--- src/rtl/fetch_assembler.sv ---
// Byte-serial Y86 fetch stage: walks instruction memory one byte per cycle,
// assembles one instruction and hands its decoded fields to decode over valid/ready.
module fetch_assembler #(
  parameter int MEM_BYTES = 128
) (
  input  logic        clk,
  input  logic        rst,
  input  logic        redirect_valid,
  input  logic [63:0] redirect_pc,
  output logic [63:0] mem_addr,
  input  logic [7:0]  mem_byte,
  output logic        out_valid,
  input  logic        out_ready,
  output logic [63:0] pc_out,
  output logic [3:0]  icode,
  output logic [3:0]  ifun,
  output logic [3:0]  rA,
  output logic [3:0]  rB,
  output logic [63:0] valC,
  output logic [63:0] valP,
  output logic [2:0]  stat,
  output logic        busy
);

  typedef enum logic [1:0] {IDLE, FETCH, HOLD, STOP} state_t;

  state_t      state_r;
  state_t      state_s;
  logic [63:0] ptr_r;
  logic [63:0] base_r;
  logic [3:0]  k_r;

  logic        adr_err_s;
  logic        bad_s;
  logic        last_s;
  logic [3:0]  cur_ic_s;
  logic [3:0]  cidx_s;

  function automatic logic [3:0] instr_len(input logic [3:0] ic);
    case (ic)
      4'h0, 4'h1, 4'h9:               instr_len = 4'd1;
      4'h2, 4'h6, 4'hA, 4'hB:         instr_len = 4'd2;
      4'h7, 4'h8:                     instr_len = 4'd9;
      4'h3, 4'h4, 4'h5:               instr_len = 4'd10;
      default:                        instr_len = 4'd1;
    endcase
  endfunction

  function automatic logic bad_instr(input logic [3:0] ic, input logic [3:0] fn);
    case (ic)
      4'h6:                           bad_instr = (fn > 4'h3);
      4'h2, 4'h7:                     bad_instr = (fn > 4'h6);
      4'hC, 4'hD, 4'hE, 4'hF:         bad_instr = 1'b1;
      default:                        bad_instr = (fn != 4'h0);
    endcase
  endfunction

  function automatic logic has_reg(input logic [3:0] ic);
    case (ic)
      4'h2, 4'h3, 4'h4, 4'h5, 4'h6, 4'hA, 4'hB: has_reg = 1'b1;
      default:                                  has_reg = 1'b0;
    endcase
  endfunction

  // Byte index of constant byte 0 within the instruction; 0 means no constant.
  function automatic logic [1:0] const_ofs(input logic [3:0] ic);
    case (ic)
      4'h7, 4'h8:                     const_ofs = 2'd1;
      4'h3, 4'h4, 4'h5:               const_ofs = 2'd2;
      default:                        const_ofs = 2'd0;
    endcase
  endfunction

  assign mem_addr = ((state_r == FETCH) || (state_r == HOLD)) ? ptr_r : 64'd0;
  assign busy     = (state_r == FETCH);

  // Per-cycle fetch decisions derived from the current byte and pointer.
  always_comb begin
    adr_err_s = (ptr_r >= 64'(MEM_BYTES));
    cur_ic_s  = (k_r == 4'd0) ? mem_byte[7:4] : icode;
    bad_s     = (k_r == 4'd0) && bad_instr(mem_byte[7:4], mem_byte[3:0]);
    last_s    = bad_s || ((k_r + 4'd1) == instr_len(cur_ic_s));
    cidx_s    = k_r - {2'b00, const_ofs(icode)};
  end

  // Next-state logic; redirect overrides every other transition.
  always_comb begin
    state_s = state_r;
    case (state_r)
      IDLE:  state_s = IDLE;
      FETCH: begin
        if (adr_err_s || last_s) begin
          state_s = HOLD;
        end else begin
          state_s = FETCH;
        end
      end
      HOLD: begin
        if (out_valid && out_ready) begin
          state_s = (stat == 3'd1) ? FETCH : STOP;
        end else begin
          state_s = HOLD;
        end
      end
      STOP:    state_s = STOP;
      default: state_s = IDLE;
    endcase
    if (redirect_valid) begin
      state_s = FETCH;
    end else begin
      state_s = state_s;
    end
  end

  // State register.
  always_ff @(posedge clk) begin
    if (rst) begin
      state_r <= IDLE;
    end else begin
      state_r <= state_s;
    end
  end

  // Fetch pointer, byte counter and assembled instruction fields.
  always_ff @(posedge clk) begin
    if (rst) begin
      ptr_r     <= 64'd0;
      base_r    <= 64'd0;
      k_r       <= 4'd0;
      out_valid <= 1'b0;
      pc_out    <= 64'd0;
      icode     <= 4'd0;
      ifun      <= 4'd0;
      rA        <= 4'd0;
      rB        <= 4'd0;
      valC      <= 64'd0;
      valP      <= 64'd0;
      stat      <= 3'd1;
    end else if (redirect_valid) begin
      ptr_r     <= redirect_pc;
      base_r    <= redirect_pc;
      k_r       <= 4'd0;
      out_valid <= 1'b0;
    end else begin
      case (state_r)
        FETCH: begin
          if (adr_err_s) begin
            // Bad address aborts the instruction; the returned byte is ignored.
            stat      <= 3'd3;
            valP      <= ptr_r;
            out_valid <= 1'b1;
            if (k_r == 4'd0) begin
              pc_out <= base_r;
              icode  <= 4'd0;
              ifun   <= 4'd0;
              rA     <= 4'hF;
              rB     <= 4'hF;
              valC   <= 64'd0;
            end
          end else begin
            ptr_r <= ptr_r + 64'd1;
            k_r   <= k_r + 4'd1;
            if (k_r == 4'd0) begin
              pc_out <= base_r;
              icode  <= mem_byte[7:4];
              ifun   <= mem_byte[3:0];
              rA     <= 4'hF;
              rB     <= 4'hF;
              valC   <= 64'd0;
              stat   <= bad_s ? 3'd4 : ((mem_byte[7:4] == 4'h0) ? 3'd2 : 3'd1);
            end else if (has_reg(icode) && (k_r == 4'd1)) begin
              rA <= mem_byte[7:4];
              rB <= mem_byte[3:0];
            end else if (const_ofs(icode) != 2'd0) begin
              valC[{cidx_s[2:0], 3'b000} +: 8] <= mem_byte;
            end
            if (last_s) begin
              out_valid <= 1'b1;
              valP      <= ptr_r + 64'd1;
            end
          end
        end
        HOLD: begin
          if (out_valid && out_ready) begin
            out_valid <= 1'b0;
            if (stat == 3'd1) begin
              ptr_r  <= valP;
              base_r <= valP;
              k_r    <= 4'd0;
            end
          end
        end
        default: begin
        end
      endcase
    end
  end

endmodule

--- config.mk ---
export PLATFORM = sky130hd
export DESIGN_NAME = fetch_assembler
export DESIGN_NICKNAME = d
export VERILOG_FILES = /design/src/rtl/fetch_assembler.sv
export SDC_FILE = /design/constraint.sdc
export NUM_CORES = 1
export LEC_CHECK = 0
export ABC_AREA = 1
export ABC_CLOCK_PERIOD_IN_PS = 3900
export CORE_MARGIN = 4
export CORE_UTILIZATION = 31
export DETAILED_ROUTE_END_ITERATION = 16
export HOLD_SLACK_MARGIN = 0.15
export PLACE_DENSITY = 0.64
export SYNTH_ARGS = -nofsm -noshare
export SYNTH_HDL_FRONTEND = slang
export SYNTH_SLANG_ARGS = --single-unit
--- constraint.sdc ---
create_clock -name clk -period 3.9 [get_ports clk]
set_clock_uncertainty 0.15 [all_clocks]
set_input_delay 0.39 -clock clk [delete_from_list [all_inputs] [get_ports clk]]
set_output_delay 0.39 -clock clk [all_outputs]
set_load 0.01 [all_outputs]
# ---- After elaboration in Yosys (flattened, before gate mapping)
# Memory sizes are Yosys's and may differ from the RTL's.
# Index checks and enable logic that the tools add are counted.
dict set report word_totals {
  rom_bits 48
  memories 1
  register_bits 346
  word_cells 151
}
dict set report op_classes {
  mux 59
  n_reduce_logical 36
  n_lt_le_gt_ge 3
  n_addsub 4
  bitwise_logic 1
  eq_ne 31
  n_shift 2
}
# memory words word_bits rd rd_clocked_by_memory_dff wr line_no
set memory_table {}
lappend memory_table {{(name not given)} 16 3 1 0 0 40} ;# case (ic)
# operator count
set ops {}
lappend ops {{$mux W64} 14}
lappend ops {{$pmux W64 S2} 1}
lappend ops {{$add A64 B1 Y64 const B} 1}
lappend ops {{$bwmux W64} 1}
lappend ops {{$ge A64 B8 Y1 const B} 1}
lappend ops {{$shift A8 B8 Y64 const A} 1}
lappend ops {{$shiftx A8 B8 Y64} 1}
lappend ops {{$mux W4} 15}
lappend ops {{$eq A4 B4 Y1 const B} 7}
lappend ops {{$eq A4 B3 Y1 const B} 6}
lappend ops {{$mux W2} 10}
lappend ops {{$reduce_and A3 Y1} 6}
lappend ops {{$reduce_bool A2 Y1} 9}
lappend ops {{$eq A4 B2 Y1 const B} 3}
lappend ops {{$reduce_and A4 Y1} 3}
lappend ops {{$mux W1} 10}
lappend ops {{$mux W3} 3}
lappend ops {{$logic_not A4 Y1} 2}
lappend ops {{$neg A6 Y8} 1}
lappend ops {{$pmux W2 S4} 1}
lappend ops {{$pmux W4 S2} 1}
lappend ops {{$reduce_or A7 Y1} 1}
lappend ops {{$ne A2 B1 Y1 const B} 3}
lappend ops {{$ne A3 B2 Y1 const B} 2}
lappend ops {{other kinds (25)} 33}

# ---- Depth between registers and ports, before layout
dict set report depth {
  word_depth 20
  ltp_mapped 21
}

# ---- Worst setup path after synthesis
# No wires, ideal clock.
dict set report synth_path {
  kind {flip-flop to flip-flop}
  start {register icode[2]}
  end {register valC[16]}
  path_slack_ps 817
  n_path_buf 0
  setup_time_ps 116
  period_less_slack_ps 3083
  path_stages_with_launch 18
  t_arrival_ps 2817
  cell_sequence {dfxtp_1 -> inv_1 -> nor2_1 -> nand3_1 -> nand2_1 -> ha_1 -> inv_1 -> fa_1 -> inv_1 -> ha_1 -> ha_1 -> inv_1 -> nor3_1 -> inv_1 -> nand2_1 -> nand2_1 -> o21ai_0 -> nor2_1}
}
dict set report synth_between {
  elab_chain_len 12
}
# element line_no
set synth_rtl {}
lappend synth_rtl {{start: declaration} 15} ;# output logic [3:0] icode,
lappend synth_rtl {{start signal: assignment} 165} ;# icode <= mem_byte[7:4];
lappend synth_rtl {{branches (longest 12 deep; another with $neg A6 Y8)} -}
lappend synth_rtl {{end signal: indexed assignment} 175} ;# valC[{cidx_s[2:0], 3'b000} +: 8] <= mem_byte;
lappend synth_rtl {{end: declaration} 19} ;# output logic [63:0] valC,
# Parallel ways; which one is timed is not known. The select of a mux whose other input is x is not followed.
# A chain may end at the register's enable or synchronous reset.

# ---- Worst setup path in the final report
dict set report layout_path {
  start {register icode[2]}
  end {register valC[17]}
}
# The elaborated chain is that of the path after synthesis.

==> impl_metrics.ini <==
[logic_synthesis]
synth_top_family_by_area = simple AND/OR/NAND/NOR gates
synth_mux_area_share_pct = 0
syn_inst = 2688
synth_edf_count = 0
syn_area_per_cell_um2 = 6.612
syn_area_um2 = 17770
synth-xor-area-share_pct = 1.922
ys.flop_type = dfxtp_1
ys_types = 49
async_flop_share_pct = 0
yosysWarningCount = 0
synthSimpleGateAreaFrac_pct = 31.64
ys_ff_latch = 346
syn_nets = 2777
synth_fa_ha_area_share_pct = 0.9574
synth_compound_area_share_pct = 15.41
ys_seq_area_share_pct = 38.97

[detailed_routing]
wl_per_cell_um = 18.06
ant_nets = 0
num_vias = 18524
drc_errors = 0
drt-total-wl_um = 67400
dr.first_iter.drc_count = 1368
via_per_inst = 4.964
first_pass_iters = 5

[clock_network]
cts_tree = built
root_buffer = clkbuf_16
clkTransAtPathRegs_ns = 0.06
clk_latency_ns = 0.58
clock_sinks = 346
ctsResizeCount = 0
htree_levels = 2
cts_buffer_depth = 3
numCtsBuffers = 42

[floorplanning]
dieArea_um2 = 61230
start_util_pct = 31.40
die_height_um = 247.4
rows = 87
coreArea_um2 = 56600
io_pins = 353
die_w_um = 247.4

[timing]
slew_headroom_pct = 39.29
whs_ns = 0.2089
worst_pin_slew_ns = 0.9107
setup_viol = 0
finalCriticalPeriod_ns = 3.477
rsz0062_at_grt = no
slew_viol_final = 0
timing.setup.tns_ns = 0
fmax_ghz = 0.2876
final_hold_viol_count = 0
finalCritPeriodShare_pct = 89.16

[layout]
fin_util_pct = 40.88
final_cells = 3732
areaGrowthSynthToFinish_pct = 30.19
final_cell_area_um2 = 23140
fillers = 5916
nNetsFinal = 3028
final_common_cell = nand2_1
drive_gt1_share_pct = 6.492
layout_common_cells = 601 x nand2_1, 432 x nor2_1, 350 x clkdlybuf4s50_1

[pwr]
p_int_mw = 6.768
cellPowerDensity_nw_per_um2 = 405.9
vdd_ir_drop_max_mv = 0.3018
p_comb_share_pct = 13.5
leakage_nw = 9.602
seq_power_share_pct = 42.1
power_switching_mw = 2.624
clock_power_share_pct = 44.5
switching_share_pct = 27.94

[critical_path]
cp_cell_sequence = inv_1 > nor2_1 > nand3_1 > nand2_1 > ha_1 > inv_1 > fa_1 > inv_1 > ha_1 > ha_1 > inv_1 > nor3_1 > inv_1 > nand2_1 > nand2_1 > inv_2 > nor2_1 > nor2_1
crit_fanout = 9
crit_required_ns = 4.23
rr_worst_depth = 18
crit_top_cell = inv_1
path_class = reg2reg
critPathCaptureType = register
crit_arrival_ns = 3.81
crit_slowest_cell = fa_1
cp_slowest_stage_delay_ns = 0.47
start_kind = register

[outcome]
outcome = completed

[worst_hold_path]
min-delay-path-class = in2reg
hold_depth = 4

[global_routing]
overflow = 0
antenna_found_initial = 3
grt_pass1_vias = 17069
grt_usage_pct = 21.02
grt_first_pass_wirelength_um = 102000
grt_max_degree = 103

[place]
place_area_um2 = 21630
post-place-cells = 3650
port-buffer-count = 352
hpwlAfterDp_um = 47450
globalplace.congestion = 0.9337

[job]
cap_violations = 0
## cells by family after synthesis
group / after synthesis
DFF: 346
xor gates and xnor gates: 39
and+or+nand+nor: 1340
buffers and inverters: 452
AOI/OAI and AO/OA: 498
adders and majority gates: 13
## worst paths after layout
| path | slack, ns | start | end |
|---|---|---|---|
| worst max-delay path | 0.42 | icode[2]$_SDFFE_PP0P_ | valC[17]$_SDFFE_PP0P_ |
| worst min-delay path | 0.21 | redirect_valid | stat[0]$_SDFFE_PP1P_ |
| worst max register to register | 0.42 | icode[2]$_SDFFE_PP0P_ | valC[17]$_SDFFE_PP0P_ |
| worst min register to register | 0.30 | rA[3]$_SDFFE_PP0P_ | rA[3]$_SDFFE_PP0P_ |
## per-layer routing
metal  up-vias  track usage (%)  part of all wire, %
met5         -                0                0.019
met2       628            34.20                   45
met4         2            4.745                  2.0
met1      8605            28.84                   46
li1       9200                -                    -
met3        89            4.257                  7.1
## Yosys cell counts (all sizes together), types with 14 or more instances
master | n | share of area (%)
nand3 | 143 | 4.1
nand2 | 614 | 13
o22ai | 21 | 0.74
o21ai | 211 | 6.0
dfxtp | 346 | 39
o211ai | 14 | 0.59
a31oi | 120 | 4.2
nand4 | 35 | 1.2
nor2 | 471 | 11
inv | 273 | 5.8
clkbuf | 128 | 3.3
xor2 | 28 | 1.4
a21oi | 126 | 3.5
buf | 49 | 1.9
nor3 | 48 | 1.4
## power by group through the flow
| stage | sequential (mW) | combinational (mW) | clock (mW) |
|---|---|---|---|
| 2_1_floorplan | 3.96 | 0.741 | 0 |
| 3_3_place_gp | 4.02 | 1.26 | 0 |
| 3_5_place_dp | 4.02 | 1.26 | 0 |
| 4_1_cts | 3.95 | 1.27 | 4.27 |
| 5_1_grt | 3.98 | 1.40 | 4.39 |
| 6_report | 3.95 | 1.27 | 4.18 |
## critical path: cells and delay by family, from the launching register on
kind	cells	cell delay, ns
flip-flops	1	0.37
buffers and inverters	6	0.61
AND/OR/NAND/NOR	8	1.13
adder cells (fa/ha/maj)	4	1.14
## per-stage QoR
step / worst slack [ns] / power (mW)
floorplan: 0.8175 / 4.700
global placement: 0.5248 / 5.283
detailed placement: 0.4881 / 5.287
CTS: 0.4710 / 9.485
global route: 0.1557 / 9.772
finish: 0.4228 / 9.393
## state kept, by name, indices dropped and copies added, names as in the netlist, 3 cells and up
register,count
ifun,4
k_r,4
rB,4
pc_out,64
base_r,64
rA,4
ptr_r,64
icode,4
stat,3
valP,64
valC,64
## final cells by class
class / count / area (µm²) / area share [%]
diodes: 3 / 7.507 / 0.03244
flip-flops and latches: 346 / 6927 / 29.94
clock inverters: 20 / 201.4 / 0.8706
well taps: 756 / 945.9 / 4.088
repair buffers: 385 / 3831 / 16.56
clock buffers: 58 / 1285 / 5.553
multi-input cells: 1890 / 8907 / 38.50
inverters: 274 / 1033 / 4.467
## repair_timing
item	4_1_cts	5_1_grt
hold endpoints to repair	6	0
hold buffers	1	0
setup buffers	0	0
No activity file was read; power rests on OpenSTA's default activity.
